$ cat src/rtl/regfile_mp.sv
// Multi-port register file: two combinational reads, two synchronous writes.
// A post-reset sweep clears the array so storage needs no reset fan-out.
module regfile_mp #(
  parameter int DATA_W   = 32,
  parameter int ADDR_W   = 5,
  parameter bit ZERO_REG = 1'b1
) (
  input  logic              clk,
  input  logic              rst_n,
  input  logic [ADDR_W-1:0] ra1,
  input  logic [ADDR_W-1:0] ra2,
  output logic [DATA_W-1:0] rd1,
  output logic [DATA_W-1:0] rd2,
  input  logic [ADDR_W-1:0] wa1,
  input  logic [DATA_W-1:0] wd1,
  input  logic              we1,
  input  logic [ADDR_W-1:0] wa2,
  input  logic [DATA_W-1:0] wd2,
  input  logic              we2,
  output logic              ready
);

  localparam int DEPTH = 1 << ADDR_W;

  typedef enum logic {
    CLEAR = 1'b0,
    RUN   = 1'b1
  } state_e;

  state_e            state_q, state_d;
  logic [ADDR_W-1:0] ptr_q, ptr_d;
  logic              ready_q, ready_d;
  logic [DATA_W-1:0] mem_q [DEPTH];

  logic run;
  logic clr;
  logic z1, z2;
  logic wen1, wen2;

  always_comb begin
    state_d = state_q;
    ptr_d   = ptr_q;
    ready_d = ready_q;
    unique case (state_q)
      CLEAR: begin
        ptr_d = ptr_q + ADDR_W'(1);
        if (ptr_q == ADDR_W'(DEPTH - 1)) begin
          state_d = RUN;
          ready_d = 1'b1;
        end
      end
      RUN: begin
        state_d = RUN;
      end
      default: begin
        state_d = CLEAR;
      end
    endcase
  end

  always_ff @(posedge clk) begin
    if (!rst_n) begin
      state_q <= CLEAR;
      ptr_q   <= '0;
      ready_q <= 1'b0;
    end else begin
      state_q <= state_d;
      ptr_q   <= ptr_d;
      ready_q <= ready_d;
    end
  end

  assign run = rst_n && (state_q == RUN);
  assign clr = rst_n && (state_q == CLEAR);
  assign z1  = ZERO_REG && (wa1 == '0);
  assign z2  = ZERO_REG && (wa2 == '0);

  // Port 2 wins a same-address collision, so port 1 stands down.
  assign wen1 = run && we1 && !z1 && !(we2 && (wa2 == wa1));
  assign wen2 = run && we2 && !z2;

  always_ff @(posedge clk) begin
    if (clr) begin
      mem_q[ptr_q] <= '0;
    end
    if (wen1) begin
      mem_q[wa1] <= wd1;
    end
    if (wen2) begin
      mem_q[wa2] <= wd2;
    end
  end

  logic [ADDR_W-1:0] ra [2];
  logic [DATA_W-1:0] rd [2];

  assign ra[0] = ra1;
  assign ra[1] = ra2;

  always_comb begin
    for (int p = 0; p < 2; p++) begin
      rd[p] = '0;
      if (run) begin
        priority case (1'b1)
          ZERO_REG && (ra[p] == '0): rd[p] = '0;
          we2 && (wa2 == ra[p]):     rd[p] = wd2;
          we1 && (wa1 == ra[p]):     rd[p] = wd1;
          default:                   rd[p] = mem_q[ra[p]];
        endcase
      end
    end
  end

  assign rd1   = rd[0];
  assign rd2   = rd[1];
  assign ready = ready_q;

endmodule

$ cat config.mk
export PLATFORM = sky130hd
export DESIGN_NAME = regfile_mp
export DESIGN_NICKNAME = d
export VERILOG_FILES = /design/src/rtl/regfile_mp.sv
export SDC_FILE = /design/constraint.sdc
export NUM_CORES = 2
export LEC_CHECK = 0
export ABC_AREA = 0
export BUFFER_PORTS_ARGS = -buffer_cell sky130_fd_sc_hd__buf_2
export CORE_ASPECT_RATIO = 2
export CORE_UTILIZATION = 35
export CTS_BUF_LIST = sky130_fd_sc_hd__clkbuf_16
export CTS_CLUSTER_SIZE = 24
export DETAILED_ROUTE_END_ITERATION = 8
export RECOVER_POWER = 50
export SLEW_MARGIN = 20
export SYNTH_ARGS = -nofsm -noshare
export SYNTH_HDL_FRONTEND = slang
export SYNTH_SLANG_ARGS = --single-unit
$ cat constraint.sdc
create_clock -name clk -period 3.5 [get_ports clk]
set_clock_uncertainty 0.1 [all_clocks]
set_input_delay 0 -clock clk [delete_from_list [all_inputs] [get_ports clk]]
set_output_delay 0 -clock clk [all_outputs]
set_load 0.1 [all_outputs]
==> impl_metrics.csv <==
group,metric,value,unit
placement,gp_routability_congestion,0.865,
cts,cts-root-buf,"clkbuf_16",
placement,place_area,0.0631,mm2
outcome,violations,"capacitance limit, slew limit",
global_route,grt_overflow_total,0,
synth,synth_edf_count,1024,
cts,cts_tree,"built",
cts,worstSkewPairLatency,0.70,ns
sta,setup_viol,0,
critical_path,path_max_fanout,34,
cts,cts_buffer_depth,3,
floorplan,num_rows,212,
floorplan,core,0.167,mm2
global_route,grtUsageMet2,0.457,
sta,maxSlewViolCount,750,
critical_path,startpoint_type,"register",
route,ant_nets,0,
global_route,grt_max_degree,83,
route,drc_errors,0,
synth,netlist_instances,4992,
route,drt_iter0_drc,6084,
synth,async_flop_share,0,
sta,grt_setup_unrepaired,"false",
floorplan,die_h,583,um
critical_path,arrival,3.54,ns
synth,seq_area_frac_synth,0.523,
sta,fin_setup_tns,0,ns
route,first_pass_iters,6,
outcome,status,"finished, violations left",
cells_and_area,final_layout_size_suffix_gt1_frac,0.215,
cts,clock-sinks,1031,
cts,cts_inserted_buffers,90,
global_route,track_usage,0.275,
placement,post-dp-hpwl,138000,um
sta,final_hold_viol_count,0,
cells_and_area,utilization,0.396,
critical_path,cp-end-kind,"register",
floorplan,io-pin-count,153,
job,cap_viol_max_count,14,
route,post_drt_wl_per_cell,33.4,um
synth,syn_nets,5082,
cts,clk_pin_slew,0.07,ns
cells_and_area,fin_area,0.0661,mm2
global_route,grt_pass1_wl,328000,um
placement,post-place-ws,0.349,ns
sta,fin_crit,3.47,ns
sta,tightest_slew,2.05,ns
cells_and_area,fillCellCount,15527,
power_and_ir_drop,ir_drop,0.356,mV
critical_path,critPathRequiredTime,3.57,ns
sta,layout_setup_ws,0.0292,ns
power_and_ir_drop,power_density,392,mW/mm2
global_route,antenna_found_initial,8,
worst_hold_path,min_from,"rst_n",
route,vias,45209,
cells_and_area,nNetsFinal,4967,
cells_and_area,instances_no_fill,7101,
power_and_ir_drop,p_leak,21.8,nW
placement,port_buffers,152,
worst_hold_path,hold_class,"primary input to register",
sta,max-slew-margin-rel,-0.368,
critical_path,criticalPathCategory,"register to register",
cts,cts_max_level,3,
synth,synth_ff_type,"edfxtp_1",
cells_and_area,syn2layout_area_growth,12.0,%
synth,yosys_warnings,0,
global_route,grt_use_met1,0.305,
route,wirelength,237000,um
global_route,grt_pass1_vias,44328,
synth,syn_area_per_cell,11.8,um2
cts,cts_resized,0,
synth,ys_types,56,
placement,dp_cells,6858,
floorplan,die_w,292,um
synth,syn_area,0.0591,mm2
synth,ys_ff_latch,1031,
global_route,busiest_layer,"met2",
route,via_per_inst,6.37,
critical_path,cp-startpoint,"state_q",
sta,finalCritPeriodShare,0.992,
floorplan,die-area,0.171,mm2
floorplan,initial_core_util,0.353,
critical_path,worstReg2RegStart,"state_q",
sta,max_freq,288,MHz
global_route,use_met3,0.0592,
kinds of logic after synthesis:
group	after synthesis	share of synthesized area
compound gates	1420	0.135
flops	1031	0.523
simple gates	1290	0.0887
buf+inv	699	0.0516
mux	522	0.197
xor+xnor	28	0.00415
fa+ha+maj	2	0.000424
layer usage:
metal  part of all wire  up-vias  wire length [um]
li1                   -    18731                 -
met2               0.48     3203            115000
met5            0.00031        -                73
met3               0.11      954             25700
met4              0.092       12             21700
met1               0.32    22309             74900
worst paths after layout:
kind / slack [ns] / to / cells after the start
worst min-delay path: 0.1 / ready / 3
worst min register to register: 0.38 / ready / 1
worst max-delay path: 0.03 / mem_q[10][23] / 6
worst max register to register: 0.03 / mem_q[10][23] / 6
what timing repair did:
item	4_1_cts	5_1_grt
setup endpoints to repair	2	0
hold buffers	65	0
endpoints found under the hold margin	1031	0
buffers inserted	2	0
cell usage in the layout (no fill, tap or decap), types with 8 or more instances in the layout:
cell,synthesis,layout
nor3_1,53,49
clkbuf_4,0,10
and2_0,6,8
clkbuf_1,491,29
edfxtp_1,1024,1024
clkbuf_16,0,92
buf_12,1,72
o21bai_4,0,20
o21ai_0,1049,1026
a22oi_1,128,128
o22ai_1,167,160
inv_1,36,55
clkbuf_2,0,39
nor2_4,3,9
nor4_1,9,9
mux4_2,512,512
clkinv_1,0,22
buf_2,96,117
clkinv_2,0,16
dlygate4sd3_1,0,65
or4_1,25,25
nand2_1,1128,1128
xor2_1,11,11
xnor2_1,17,17
o21ai_1,7,30
buf_4,30,120
a221o_1,32,32
synth_stat cells (all sizes together) (2+ instances only):
cell | number | area share
edfxtp | 1024 | 0.52
nand3 | 6 | 0.00051
xnor2 | 17 | 0.0025
o21a | 2 | 0.00025
nor3b | 7 | 0.0011
clkbuf | 491 | 0.031
ha | 2 | 0.00042
xor2 | 11 | 0.0016
nor2 | 16 | 0.0014
and3 | 2 | 0.00021
nor3 | 53 | 0.0045
mux4 | 512 | 0.20
o21bai | 24 | 0.0031
inv | 36 | 0.0023
nand4 | 4 | 0.00042
or3 | 4 | 0.00042
nand2 | 1128 | 0.072
nand4b | 2 | 0.00030
mux2 | 3 | 0.00076
a31oi | 3 | 0.00083
nor4 | 10 | 0.0012
and2 | 12 | 0.0013
o22ai | 167 | 0.018
or3b | 3 | 0.00044
o21ai | 1057 | 0.090
buf | 172 | 0.018
dfxtp | 7 | 0.0024
nand2b | 6 | 0.00064
a22oi | 128 | 0.016
nor2b | 5 | 0.00053
mux2i | 7 | 0.0012
nand3b | 4 | 0.00051
or4 | 25 | 0.0032
a221o | 32 | 0.0054
a41o | 2 | 0.00034
through the flow:
| step | total power [mW] | hold WS (ns) |
|---|---|---|
| floorplan | 15.1 | 0.205 |
| global placement | 15.8 | 0.252 |
| detailed placement | 15.8 | 0.252 |
| CTS | 26.0 | 0.0654 |
| global route | 26.4 | 0.116 |
| finish | 25.9 | 0.0994 |
power breakdown:
part           internal, mW  switching, mW  total [mW]
clock                  5.33           4.96        10.3
combinational         0.817           1.34        2.16
sequential             13.4         0.0379        13.5
total                  19.6           6.33        25.9
layout make-up:
cell class	count	area, um2	share of cell area
clock buffer	92	2300	0.0348
sequential	1031	30900	0.467
tap	2140	2680	0.0405
inverter	36	135	0.00204
antenna	7	17.5	0.000265
clock inverter	77	588	0.00889
timing repair buffer	456	4020	0.0608
multi-input combinational	3262	25500	0.386
worst max-delay path, stage by stage, from the launching register on:
cell	delay [ns]
dfxtp_1	0.33
nand3_1	0.07
a311oi_1	0.40
buf_12	0.35
mux2i_1	0.84
o21bai_4	0.07
clkbuf_2	0.73
flip-flops by register name, indices dropped and copies added, names as in the netlist:
name     count
ptr_q        5
ready        1
mem_q     1024
state_q      1
(Power assumes the default switching activity.)
